--- src/rtl/inst_boot_loader.sv ---
// rtl/inst_boot_loader.sv - stream-fed instruction memory loader with zero fill and core reset hold
module inst_boot_loader #(
    parameter int unsigned DATA_W              = 32,
    parameter int unsigned ADDR_W              = 32,
    parameter int unsigned DEPTH               = 256,
    parameter logic [ADDR_W-1:0] BASE_ADDR     = '0,
    parameter int unsigned ADDR_STEP           = 4,
    parameter int unsigned ZERO_FILL           = 1,
    parameter int unsigned RELEASE_DLY         = 2
) (
    input  logic                         clk,
    input  logic                         rst_n,
    input  logic                         start,
    input  logic                         s_valid,
    input  logic [DATA_W-1:0]            s_data,
    input  logic                         s_last,
    output logic                         s_ready,
    output logic [ADDR_W-1:0]            Inst_addr_load,
    output logic [DATA_W-1:0]            Inst_load,
    output logic                         load_en,
    output logic                         core_rst_n,
    output logic                         busy,
    output logic                         done,
    output logic [$clog2(DEPTH+1)-1:0]   word_cnt,
    output logic [DATA_W-1:0]            checksum,
    output logic                         err_overflow
);

    localparam int unsigned CNT_W = $clog2(DEPTH + 1);
    localparam int unsigned DLY_W = (RELEASE_DLY > 1) ? $clog2(RELEASE_DLY) : 1;
    localparam logic [DLY_W-1:0] DLY_LAST = DLY_W'((RELEASE_DLY > 0) ? RELEASE_DLY - 1 : 0);
    localparam logic [CNT_W-1:0] IDX_LAST = CNT_W'(DEPTH - 1);

    typedef enum logic [2:0] {
        ST_IDLE,
        ST_LOAD,
        ST_FILL,
        ST_WAIT,
        ST_RUN
    } state_t;

    // With no settle delay the final write edge hands control straight to the core.
    localparam state_t AFTER_WR = (RELEASE_DLY == 0) ? ST_RUN : ST_WAIT;

    state_t              r_state;
    logic [CNT_W-1:0]    r_idx;
    logic [DLY_W-1:0]    r_dly;
    logic [ADDR_W-1:0]   r_addr;
    logic [DATA_W-1:0]   r_data;
    logic                r_load_en;
    logic                r_core_rst_n;
    logic                r_busy;
    logic                r_done;
    logic [CNT_W-1:0]    r_word_cnt;
    logic [DATA_W-1:0]   r_checksum;
    logic                r_err_overflow;

    logic                w_accept;
    logic                w_idx_last;
    logic [ADDR_W-1:0]   w_addr;

    assign s_ready    = (r_state == ST_LOAD);
    assign w_accept   = s_valid && s_ready;
    assign w_idx_last = (r_idx == IDX_LAST);
    assign w_addr     = BASE_ADDR + ADDR_W'(r_idx) * ADDR_W'(ADDR_STEP);

    assign Inst_addr_load = r_addr;
    assign Inst_load      = r_data;
    assign load_en        = r_load_en;
    assign core_rst_n     = r_core_rst_n;
    assign busy           = r_busy;
    assign done           = r_done;
    assign word_cnt       = r_word_cnt;
    assign checksum       = r_checksum;
    assign err_overflow   = r_err_overflow;

    always_ff @(posedge clk or negedge rst_n) begin
        if (!rst_n) begin
            r_state        <= ST_IDLE;
            r_idx          <= '0;
            r_dly          <= '0;
            r_addr         <= BASE_ADDR;
            r_data         <= '0;
            r_load_en      <= 1'b0;
            r_core_rst_n   <= 1'b0;
            r_busy         <= 1'b0;
            r_done         <= 1'b0;
            r_word_cnt     <= '0;
            r_checksum     <= '0;
            r_err_overflow <= 1'b0;
        end else begin
            r_load_en <= 1'b0;
            case (r_state)
                ST_IDLE: begin
                    if (start) begin
                        r_state        <= ST_LOAD;
                        r_busy         <= 1'b1;
                        r_idx          <= '0;
                        r_word_cnt     <= '0;
                        r_checksum     <= '0;
                        r_err_overflow <= 1'b0;
                    end
                end
                ST_LOAD: begin
                    if (w_accept) begin
                        r_load_en  <= 1'b1;
                        r_addr     <= w_addr;
                        r_data     <= s_data;
                        r_idx      <= r_idx + CNT_W'(1);
                        r_word_cnt <= r_word_cnt + CNT_W'(1);
                        r_checksum <= r_checksum + s_data;
                        if (w_idx_last || (s_last && ZERO_FILL == 0)) begin
                            // Memory is full without an end marker: stop accepting and flag it.
                            if (w_idx_last && !s_last) begin
                                r_err_overflow <= 1'b1;
                            end
                            r_state <= AFTER_WR;
                            r_dly   <= '0;
                            if (AFTER_WR == ST_RUN) begin
                                r_core_rst_n <= 1'b1;
                                r_done       <= 1'b1;
                                r_busy       <= 1'b0;
                            end
                        end else if (s_last) begin
                            r_state <= ST_FILL;
                        end
                    end
                end
                ST_FILL: begin
                    r_load_en <= 1'b1;
                    r_addr    <= w_addr;
                    r_data    <= '0;
                    r_idx     <= r_idx + CNT_W'(1);
                    if (w_idx_last) begin
                        r_state <= AFTER_WR;
                        r_dly   <= '0;
                        if (AFTER_WR == ST_RUN) begin
                            r_core_rst_n <= 1'b1;
                            r_done       <= 1'b1;
                            r_busy       <= 1'b0;
                        end
                    end
                end
                ST_WAIT: begin
                    if (r_dly == DLY_LAST) begin
                        r_state      <= ST_RUN;
                        r_core_rst_n <= 1'b1;
                        r_done       <= 1'b1;
                        r_busy       <= 1'b0;
                    end else begin
                        r_dly <= r_dly + DLY_W'(1);
                    end
                end
                ST_RUN: begin
                    if (start) begin
                        r_state        <= ST_LOAD;
                        r_core_rst_n   <= 1'b0;
                        r_done         <= 1'b0;
                        r_busy         <= 1'b1;
                        r_idx          <= '0;
                        r_word_cnt     <= '0;
                        r_checksum     <= '0;
                        r_err_overflow <= 1'b0;
                    end
                end
                default: begin
                    r_state <= ST_IDLE;
                end
            endcase
        end
    end

endmodule

--- config.mk ---
export PLATFORM = sky130hd
export DESIGN_NAME = inst_boot_loader
export DESIGN_NICKNAME = d
export VERILOG_FILES = /design/src/rtl/inst_boot_loader.sv
export SDC_FILE = /design/constraint.sdc
export NUM_CORES = 1
export LEC_CHECK = 0
export ABC_AREA = 1
export CAP_MARGIN = 20
export CORE_MARGIN = 2
export CORE_UTILIZATION = 51
export CTS_CLUSTER_DIAMETER = 150
export DETAILED_ROUTE_END_ITERATION = 16
export PLACE_DENSITY_LB_ADDON = 0.25
export SYNTH_ARGS = -nofsm -noshare
export SYNTH_HDL_FRONTEND = slang
export SYNTH_SLANG_ARGS = --single-unit
--- constraint.sdc ---
create_clock -name clk -period 2.2 [get_ports clk]
set_input_delay 0.44 -clock clk [delete_from_list [all_inputs] [get_ports clk]]
set_output_delay 0.44 -clock clk [all_outputs]
set_load 0.005 [all_outputs]
==> Flow_metrics.wiki <==
{| class="wikitable"
! Metric !! Value
|-
| Result of the run || finished, final reports clean
|-
| Multiplexer fraction of the synthesized cell area || 0%
|-
| Dpl hpwl || 13,600 um
|-
| FF+latch count, synth || 99
|-
| Number of flops mapped to enable cells by yosys || 0
|-
| Cell count of the worst reg-to-reg path || 9
|-
| Number of antenna-violating nets in the routed design || 0
|-
| Count of H-tree levels built during CTS || 3
|-
| F_max || 0.477 GHz
|-
| Number of violations of the max-capacitance limit || 0
|-
| Gate count of the mapped netlist || 931
|-
| Slack of the critical path || 104 ps
|-
| Clock sink count || 99
|-
| Die width || 117 um
|-
| Clock latency on the worst-skew pair || 360 ps
|-
| Final GP Congestion || 0.981
|-
| Wire length per cell || 14.0 um
|-
| Via density per instance || 4.98
|-
| Cell with the most instances after synthesis || sky130_fd_sc_hd__nand2_1
|-
| Fraction of the mapped netlist area in compound gates || 11.6%
|-
| Part of the cycle the worst path needs || 95.3%
|-
| Leakage power figure || 0.00469 uW
|-
| Post-synthesis share of cell area spent on and, or, nand and nor gates || 30.2%
|-
| Warning count from the yosys run || 0
|-
| Via count of the first global-routing pass || 6,211
|-
| Total global routing overflow || 0
|-
| Placeable core region || 12,600 um^2
|-
| Peak VDD IR || 489 uV
|-
| Reg-to-reg slack, setup || 230 ps
|-
| Clock-pin slew on the worst setup and hold paths || 70 ps
|-
| Max-slew violation total from the final report || 0
|-
| Share of synthesized flip-flops with an asynchronous set or reset || 100%
|-
| Worst setup slack after placement || -358 ps
|-
| Number of library cell types mapped by synthesis || 37
|-
| Area enclosed by the die boundary || 13,700 um^2
|-
| TritonCTS clock tree || yes
|-
| Number of antenna cells inserted || 0
|-
| Antenna violations before repair || 0
|-
| Root buf cell || sky130_fd_sc_hd__clkbuf_16
|-
| Sum of internal, switching and leakage power || 9340 uW
|-
| Required time at the endpoint of the critical path || 1760 ps
|-
| Synthesized-area fraction occupied by adder cells || 6.81%
|-
| Critical path data arrival time || 1660 ps
|-
| Shortest period the worst path allows || 2100 ps
|-
| Crit Path Class || flop to primary output
|-
| Area occupied by registers || 2480 um^2
|-
| Post-synthesis cell area || 6540 um^2
|-
| R2R Path Start || r_state[1]$_DFFE_PN0P_
|-
| Sequential element share of the synthesized area || 37.9%
|-
| Layout Skew || 8.72 ps
|-
| XOR/XNOR share of the synthesized area || 0.670%
|-
| Share of the synthesized area in the top cell type || 37.9%
|-
| Global-route wire length before repair || 29,500 um
|-
| Port-buffer cells || 124
|-
| Main combinational cell family by area after synthesis || simple AND/OR/NAND/NOR gates
|-
| Layout net count || 1,183
|-
| Synthesized area per cell || 7.02 um^2
|-
| Sort of element at the start of the critical path || flop
|-
| Post-synth top flop || sky130_fd_sc_hd__dfrtp_1
|-
| Power Dens Cells || 1070 nW/um^2
|-
| Post-Route WL || 18,000 um
|-
| Hold/Removal Path Class || input pin to async pin
|-
| Worst Setup End Kind || primary output
|-
| # IOs || 148
|-
| Remaining design rule violation count || 0
|-
| Vertical extent of the die || 117 um
|-
| Number of detailed-route iterations in the first pass || 6
|-
| Final setup fails || 0
|-
| Number of DRC violations after detailed-routing iteration 0 || 472
|-
| RSZ-0062 raised after global routing || yes
|-
| Initial core utilization || 52.0%
|-
| Fin. Hold Viols || 0
|-
| R2R Path End || word_cnt[6]$_DFFE_PN0P_
|-
| Overall via count from detail_route || 6,416
|-
| TritonCTS buffer count || 9
|-
| Overall fraction of global-route tracks in use || 27.3%
|-
| Most area-hungry cell type in the Yosys netlist || sky130_fd_sc_hd__dfrtp_1
|-
| Largest cells by area after synthesis || sky130_fd_sc_hd__dfrtp_1 38%, sky130_fd_sc_hd__nand2_1 20%, sky130_fd_sc_hd__inv_1 8.3%, sky130_fd_sc_hd__ha_1 6.5%, sky130_fd_sc_hd__nand3_1 4.0%
|-
| Worst-case clock buffer depth || 2
|-
| Pin count of the biggest net entering global routing || 37
|-
| CP max FO || 5
|-
| Relative area change from synthesis to final layout || 32.9%
|-
| Area of the multi-input gates || 3380 um^2
|-
| Share of cells above drive strength 1 || 9.95%
|-
| Final core utilization || 69.2%
|-
| Commonest cells in the synthesized netlist || 341 x sky130_fd_sc_hd__nand2_1, 144 x sky130_fd_sc_hd__inv_1, 99 x sky130_fd_sc_hd__dfrtp_1
|-
| Filler cell count || 1,097
|-
| Number of rows in the core area || 41
|-
| Number of setup buffers added after CTS || 0
|}
==> layer usage <==
| layer | share of wire (%) | GRT usage, % | up-vias |
|---|---|---|---|
| li1 | - | - | 3260 |
| met1 | 46 | 38.0 | 2915 |
| met2 | 45 | 44.0 | 216 |
| met3 | 6.4 | 3.91 | 25 |
| met4 | 1.9 | 9.18 | 0 |
| met5 | 0 | 0 | - |
==> worst max path at each step <==
stage / from / end / slack, ps / depth (start not counted)
4_1_cts: s_data[0] / checksum[16]$_DFFE_PN0P_ / 20 / 14
5_1_grt: s_data[0] / checksum[16]$_DFFE_PN0P_ / -30 / 14
3_5_place_dp: s_data[0] / checksum[28]$_DFFE_PN0P_ / -360 / 14
2_1_floorplan: s_data[0] / checksum[28]$_DFFE_PN0P_ / 330 / 13
3_3_place_gp: s_data[0] / checksum[28]$_DFFE_PN0P_ / -290 / 14
6_report: r_state[2]$_DFFE_PN0P_ / s_ready / 100 / 4
==> layout by cell type, fill, tap and decap left out, drive strengths merged, types with 28 or more instances in the layout <==
cell           synthesis  final
nand3                 53     53
a22o                  28     28
ha                    34     34
buf                   39     63
inv                  150    152
nor2                  69     69
a21oi                 38     38
dfrtp                 99     99
o21ai                 39     39
nand2                343    343
clkdlybuf4s50          0    123
==> sequential cells by signal, indices dropped and copies added (netlist names) <==
signal and cells:
r_dly 1, load_en 1, Inst_load 32, word_cnt 9, busy 1, checksum 32, r_idx 9, r_state 3
err_overflow 1, done 1, Inst_addr_load 9
==> through the flow <==
| step | cell area [um^2] | hold WS [ps] | TNS, ps | cells |
|---|---|---|---|---|
| 2_1_floorplan | 6620 | 144 | 0 | 953 |
| 5_1_grt | 8690 | 77.9 | -33.7 | 1288 |
| 3_5_place_dp | 8310 | 438 | -6310 | 1272 |
| 4_1_cts | 8620 | 58.1 | 0 | 1288 |
| 3_3_place_gp | 8310 | 440 | -5080 | 1272 |
| 6_report | 8690 | 40.1 | 0 | 1288 |
==> cell type report <==
type / count / area share [%]
well taps: 172 / 2.48
clock buffers: 9 / 2.59
repair buffers: 186 / 20.0
clock inverters: 7 / 0.979
inverters: 150 / 6.50
multi-input cells: 665 / 38.9
flip-flops and latches: 99 / 28.5
==> repair_timing <==
action	CTS	global route
resized for setup	0	15
endpoints found under the hold margin	0	0
hold buffers	0	0
endpoints found under the setup margin	0	20
==> worst max-delay path, stage by stage (launching register included) <==
cell	delay (ps)
sky130_fd_sc_hd__dfrtp_1	450
sky130_fd_sc_hd__nor2_4	160
sky130_fd_sc_hd__nand2_2	90
sky130_fd_sc_hd__inv_2	80
sky130_fd_sc_hd__clkdlybuf4s50_1	510
==> kinds of logic (layout without fill, tap and decap cells) <==
logic type	count (synthesis)	after routing
adders and majority gates	35	35
AOI/OAI and AO/OA	121	121
xor gates and xnor gates	5	5
DFF	99	99
buffers and inverters	189	352
other	1	23
and+or+nand+nor	481	481
==> power breakdown <==
group	leakage [uW]	internal (uW)	total (uW)	switching (uW)
logic	0.00323	2270	4970	2700
clock network	0.000149	900	1670	770
registers	0.00131	2300	2690	389
Note: power is estimated with default switching activity, not from simulation.
